### config.mk
export PLATFORM = sky130hd
export DESIGN_NAME = fast_circle_fetch
export DESIGN_NICKNAME = d
export VERILOG_FILES = /design/src/rtl/fast_circle_fetch.sv
export SDC_FILE = /design/constraint.sdc
export NUM_CORES = 1
export LEC_CHECK = 0
export CAP_MARGIN = 10
export CORE_MARGIN = 1.5
export CORE_UTILIZATION = 53
export DETAILED_ROUTE_END_ITERATION = 7
export HOLD_SLACK_MARGIN = 0.08
export PLACE_DENSITY = 0.86
export SLEW_MARGIN = 15
export SYNTH_ARGS = -nofsm -noshare
export SYNTH_HDL_FRONTEND = slang
export SYNTH_SLANG_ARGS = --single-unit
### constraint.sdc
create_clock -name clk -period 5.1 [get_ports clk]
set_input_delay 1.02 -clock clk [delete_from_list [all_inputs] [get_ports clk]]
set_output_delay 1.02 -clock clk [all_outputs]
set_load 0.03 [all_outputs]
### src/rtl/fast_circle_fetch.sv
// Fetches the centre pixel and the 16-point radius-3 Bresenham ring around it
// from the image SRAM, hiding the one-cycle read latency behind a fixed 18-cycle fetch.
module fast_circle_fetch #(
    parameter int PIXEL_DEPTH = 8,
    parameter int X_MAX       = 16,
    parameter int Y_MAX       = 16,
    localparam int XW         = $clog2(X_MAX) + 1,
    localparam int YW         = $clog2(Y_MAX) + 1
) (
    input  logic                        clk,
    input  logic                        n_rst,
    input  logic                        req_valid,
    output logic                        req_ready,
    input  logic signed [XW-1:0]        cx,
    input  logic signed [YW-1:0]        cy,
    output logic signed [XW-1:0]        x_addr,
    output logic signed [YW-1:0]        y_addr,
    output logic                        ren,
    input  logic [PIXEL_DEPTH-1:0]      rdat,
    output logic                        out_valid,
    input  logic                        out_ready,
    output logic [PIXEL_DEPTH-1:0]      center,
    output logic [16*PIXEL_DEPTH-1:0]   ring,
    output logic [1:0]                  state_dbg
);

    // Handshakes: a transfer happens on a rising edge where valid && ready are both high.
    // req_ready is high only in IDLE; out_valid is high only in OUT and holds until out_ready.

    typedef enum logic [1:0] {
        IDLE  = 2'd0,
        ISSUE = 2'd1,
        DRAIN = 2'd2,
        OUT   = 2'd3
    } state_t;

    state_t state, state_nx;

    logic signed [XW-1:0]   cx_r;
    logic signed [YW-1:0]   cy_r;
    logic [4:0]             idx;
    logic                   tag_valid;
    logic [4:0]             tag_idx;
    logic                   tag_oob;
    logic [PIXEL_DEPTH-1:0] center_r;
    logic [PIXEL_DEPTH-1:0] ring_q [16];

    logic signed [2:0]      off_dx, off_dy;
    logic signed [XW-1:0]   pt_x;
    logic signed [YW-1:0]   pt_y;
    logic                   pt_oob;

    // Index 0 is the centre; 1..16 walk the ring clockwise from 12 o'clock.
    always_comb begin
        off_dx = 3'sd0;
        off_dy = 3'sd0;
        case (idx)
            5'd1:  begin off_dx =  3'sd0; off_dy = -3'sd3; end
            5'd2:  begin off_dx =  3'sd1; off_dy = -3'sd3; end
            5'd3:  begin off_dx =  3'sd2; off_dy = -3'sd2; end
            5'd4:  begin off_dx =  3'sd3; off_dy = -3'sd1; end
            5'd5:  begin off_dx =  3'sd3; off_dy =  3'sd0; end
            5'd6:  begin off_dx =  3'sd3; off_dy =  3'sd1; end
            5'd7:  begin off_dx =  3'sd2; off_dy =  3'sd2; end
            5'd8:  begin off_dx =  3'sd1; off_dy =  3'sd3; end
            5'd9:  begin off_dx =  3'sd0; off_dy =  3'sd3; end
            5'd10: begin off_dx = -3'sd1; off_dy =  3'sd3; end
            5'd11: begin off_dx = -3'sd2; off_dy =  3'sd2; end
            5'd12: begin off_dx = -3'sd3; off_dy =  3'sd1; end
            5'd13: begin off_dx = -3'sd3; off_dy =  3'sd0; end
            5'd14: begin off_dx = -3'sd3; off_dy = -3'sd1; end
            5'd15: begin off_dx = -3'sd2; off_dy = -3'sd2; end
            5'd16: begin off_dx = -3'sd1; off_dy = -3'sd3; end
            default: begin off_dx = 3'sd0; off_dy = 3'sd0; end
        endcase
    end

    assign pt_x   = cx_r + XW'(off_dx);
    assign pt_y   = cy_r + YW'(off_dy);
    assign pt_oob = (int'(pt_x) < 0) || (int'(pt_x) > X_MAX - 1) ||
                    (int'(pt_y) < 0) || (int'(pt_y) > Y_MAX - 1);

    // OOB points keep their slot in the schedule but never reach the SRAM.
    assign ren    = (state == ISSUE) && !pt_oob;
    assign x_addr = ren ? pt_x : '0;
    assign y_addr = ren ? pt_y : '0;

    assign req_ready = (state == IDLE);
    assign out_valid = (state == OUT);
    assign state_dbg = state;
    assign center    = center_r;

    always_comb begin
        ring = '0;
        for (int k = 0; k < 16; k++) begin
            ring[k*PIXEL_DEPTH +: PIXEL_DEPTH] = ring_q[k];
        end
    end

    always_ff @(posedge clk) begin
        if (!n_rst) begin
            state <= IDLE;
        end else begin
            state <= state_nx;
        end
    end

    always_comb begin
        state_nx = state;
        case (state)
            IDLE:    if (req_valid) state_nx = ISSUE;
            ISSUE:   if (idx == 5'd16) state_nx = DRAIN;
            DRAIN:   state_nx = OUT;
            OUT:     if (out_ready) state_nx = IDLE;
            default: state_nx = IDLE;
        endcase
    end

    always_ff @(posedge clk) begin
        if (!n_rst) begin
            cx_r      <= '0;
            cy_r      <= '0;
            idx       <= '0;
            tag_valid <= 1'b0;
            tag_idx   <= '0;
            tag_oob   <= 1'b0;
            center_r  <= '0;
            for (int k = 0; k < 16; k++) begin
                ring_q[k] <= '0;
            end
        end else begin
            if (state == IDLE && req_valid) begin
                cx_r <= cx;
                cy_r <= cy;
                idx  <= '0;
            end else if (state == ISSUE && idx != 5'd16) begin
                idx <= idx + 5'd1;
            end

            // Tag each issue slot so the returning rdat lands in the right place a cycle later.
            tag_valid <= (state == ISSUE);
            tag_idx   <= idx;
            tag_oob   <= pt_oob;

            if (tag_valid) begin
                if (tag_idx == 5'd0) begin
                    center_r <= tag_oob ? '0 : rdat;
                end else begin
                    ring_q[4'(tag_idx - 5'd1)] <= tag_oob ? '0 : rdat;
                end
            end
        end
    end

endmodule

==> results.yml <==
status:
  outcome: "complete, no violations"
power_and_ir_drop:
  netSwitchingFraction_pct: 31.22
  internal_power_summed_over_all_cells_w: 0.002508
  netSwitchingPower_w: 0.001139
  power.total_w: 0.003647
  leakage_nw: 3.428
  vdd_drop_max_mv: 0.2652
  power_density_mw_per_mm2: 400.6
  share_clk_of_total_power_pct: 33.8
  share_comb_of_total_power_pct: 22.3
  pwr-share-seq_pct: 43.9
logic_synthesis:
  synth_area_leaders: "sky130_fd_sc_hd__edfxtp_1 57%, sky130_fd_sc_hd__dfxtp_1 11%, sky130_fd_sc_hd__nor2_1 8.3%"
  synth_mux_area_share_pct: 0.4813
  synth-simple-area-share_pct: 16.55
  mappedNetlistArea_sq_mm: 0.006759
  synth-seq-area-share_pct: 68.12
  synth_edf_count: 128
  synthesis.yosys.warnings: 0
  adder_and_majority_gate_portion_of_the_synthesized_area_pct: 3.924
  synth_top_cell_area_share_pct: 56.87
  yosysUniqueCellTypes: 46
  synth_async_sr_flop_share_pct: 0
  syn-mean-instance-area_sq_um: 11.80
  synth_area_leader_cell: "sky130_fd_sc_hd__edfxtp_1"
  postSynth.topFlopCell: "sky130_fd_sc_hd__edfxtp_1"
  synth_xor_area_share_pct: 1.685
  synth_top_family_by_area: "simple AND/OR/NAND/NOR gates"
  postSynthCellCount: 573
  number_of_synthesized_register_bits: 166
  synth-compound-area-share_pct: 5.813
  post-synth-top-count-cell: "sky130_fd_sc_hd__nor2_1"
  netlist_top_cells_count: "149 x sky130_fd_sc_hd__nor2_1, 128 x sky130_fd_sc_hd__edfxtp_1, 62 x sky130_fd_sc_hd__nand2_1"
timing:
  final_period_minus_worst_setup_slack_ps: 4083
  setup_viol: 0
  final.setup.tns_ps: 0
  maxSlewViolCount: 0
  setup_clock_skew_after_layout_ps: 12.53
  hold_violations: 0
  final_min_period_over_clock_period_pct: 80.05
  tightestPinTransition_ps: 996.3
  rsz0062_at_grt: "no"
  max-slew-margin-rel_pct: 33.58
  fin_hold_ws_ps: 480.7
  fmaxAchievable_mhz: 244.9
route:
  route.detailed.wl_per_inst_microns: 17.77
  first_pass_iters: 5
  finalWirelength_mm: 16.24
  via_per_inst: 5.359
  remaining_design_rule_violation_count: 0
  detail_route.iter0.violations: 481
  detailed_route_via_count: 4898
  postRouteAntennaNets: 0
cts:
  cts_htree_levels: 4
  clk_sink_count: 166
  worst_setup_hold_path_clk_slew_ps: 70
  cts_repair_resize_count: 0
  clk_path_buf_depth: 2
  cts_made_buffers: 17
  worst_skew_pair.late_latency_ps: 420
  hold_buffers: 0
  post_cts.repair.setup_buffers: 0
  cts_tree: "yes"
  cts_root_buf: "sky130_fd_sc_hd__clkbuf_16"
worst_setup_path:
  path_cells: "ha_1, fa_1, a21o_1, a21oi_1, xnor2_1, nand3_1, nor2_1, clkdlybuf4s50_1"
  cpPeakStageDelay_ps: 690
  endpoint_kind: "output port"
  cp.arrival_ps: 3060
  crit_path_max_fanout: 9
  setup.worst_path.class: "reg -> out"
  cp_slowest_cell: "sky130_fd_sc_hd__clkdlybuf4s50_1"
  cp-start-kind: "flip-flop"
  worst-endpoint-required_ps: 4080
die:
  floorplan.die.height_microns: 115.9
  rows: 41
  design.core.area_sq_mm: 0.01252
  area_enclosed_by_the_die_boundary_sq_mm: 0.01344
  die_x_microns: 115.9
  initial_core_util_pct: 54.00
  ioPinCount: 173
final_layout:
  drive_above_1_share_pct: 5.795
  diodes: 0
  final_standard_cell_utilization_of_the_core_pct: 72.72
  finish.cell_count_without_fillers: 914
  design.final.nets: 771
  n_fill_cell: 797
  synthToLayoutAreaGrowth_pct: 34.67
global_routing:
  first_global_vias: 4573
  grt_first_pass_wirelength_mm: 24.59
  gr-usage-all-layers_pct: 24.57
  grt_antenna_before_repair: 0
  grt_overflow: 0
  largest_net_degree_at_the_start_of_global_routing: 28
worst_hold_path:
  min_path_type: "reg -> reg"
flow_run:
  number_of_maximum_capacitance_violations: 0
place:
  place_inst: 882
  gp_routability_congestion: 0.8557
  port_buffers: 170
  place.detailed.hpwl_mm: 11.18
## layout make-up
class / count / area [sq um] / area share, %
Sequential cell: 166 / 4604 / 50.58
Multi-Input combinational cell: 354 / 1931 / 21.21
Timing Repair Buffer: 171 / 1709 / 18.78
Clock buffer: 18 / 429.2 / 4.715
Tap cell: 172 / 215.2 / 2.364
Clock inverter: 14 / 142.6 / 1.567
Inverter: 19 / 71.32 / 0.7835
## registers in the layout, indices dropped and copies added (netlist names)
| signal | cells |
|---|---|
| ring_q | 128 |
| center | 8 |
| cx_r | 5 |
| cy_r | 5 |
| idx | 5 |
| tag_idx | 5 |
| off_dx | 3 |
| off_dy | 3 |
| state_dbg | 2 |
| tag_oob | 1 |
| tag_valid | 1 |
## logic make-up after synthesis
group | Yosys count
AND/OR/NAND/NOR | 263
flip-flops | 166
AO/OA/AOI/OAI | 54
buffers and inverters | 54
adder cells (fa/ha/maj) | 20
XOR/XNOR | 13
multiplexers | 2
other | 1
## worst max-delay path: cells and delay by family (launching register included)
family / cells / cell delay [ps]
AO/OA/AOI/OAI: 2 / 340
XOR/XNOR: 1 / 160
adder cells (fa/ha/maj): 2 / 650
buffers and inverters: 1 / 690
flip-flops: 1 / 320
AND/OR/NAND/NOR: 2 / 490
## power groups by stage
stage               clock, W  combinational, W  sequential, W
CTS                  0.00124          0.000815        0.00160
global placement           0          0.000789        0.00162
global route         0.00129          0.000871        0.00161
finish               0.00123          0.000815        0.00160
detailed placement         0          0.000808        0.00163
floorplan                  0          0.000429        0.00172
## placed cells by master, fill, tap and decap left out, types with 4 or more instances in the layout
master,Yosys,final
sky130_fd_sc_hd__inv_1,19,19
sky130_fd_sc_hd__o21ai_0,14,14
sky130_fd_sc_hd__clkdlybuf4s50_1,0,170
sky130_fd_sc_hd__xnor2_1,9,9
sky130_fd_sc_hd__nand2b_1,8,8
sky130_fd_sc_hd__clkbuf_16,0,17
sky130_fd_sc_hd__edfxtp_1,128,128
sky130_fd_sc_hd__dfxtp_1,38,38
sky130_fd_sc_hd__xor2_1,4,4
sky130_fd_sc_hd__and2_1,16,16
sky130_fd_sc_hd__ha_1,18,18
sky130_fd_sc_hd__nand2_1,62,62
sky130_fd_sc_hd__a21o_1,4,4
sky130_fd_sc_hd__nor2b_1,4,4
sky130_fd_sc_hd__inv_6,0,4
sky130_fd_sc_hd__nand3_1,10,10
sky130_fd_sc_hd__a21oi_1,7,7
sky130_fd_sc_hd__nor2_1,149,149
sky130_fd_sc_hd__clkinv_4,0,4
sky130_fd_sc_hd__a21boi_0,11,11
## metal layers
metal,up-vias,share of wire (%),GRT usage (%)
li1,2249,-,-
met1,2315,37,29.69
met2,300,52,42.78
met3,34,8.5,5.544
met4,0,2.7,10.00
met5,-,0,0
## stage by stage
step	setup WS, ps	area (sq um)
floorplan	2022	6763
global placement	1551	8531
detailed placement	1468	8531
CTS	1001	9102
global route	867.7	9102
finish	1017	9102
## path summary, 6_finish.rpt
| check | endpoint | cells after the start | startpoint | slack (ps) |
|---|---|---|---|---|
| setup reg to reg | off_dy[1] | 10 | state_dbg[1] | 2550 |
| hold reg to reg | cx_r[3] | 2 | cx_r[3] | 480 |
| setup / recovery | y_addr[3] | 8 | cy_r[0] | 1020 |
| hold / removal | cx_r[3] | 2 | cx_r[3] | 480 |
Note: power is estimated with default switching activity, not from simulation.
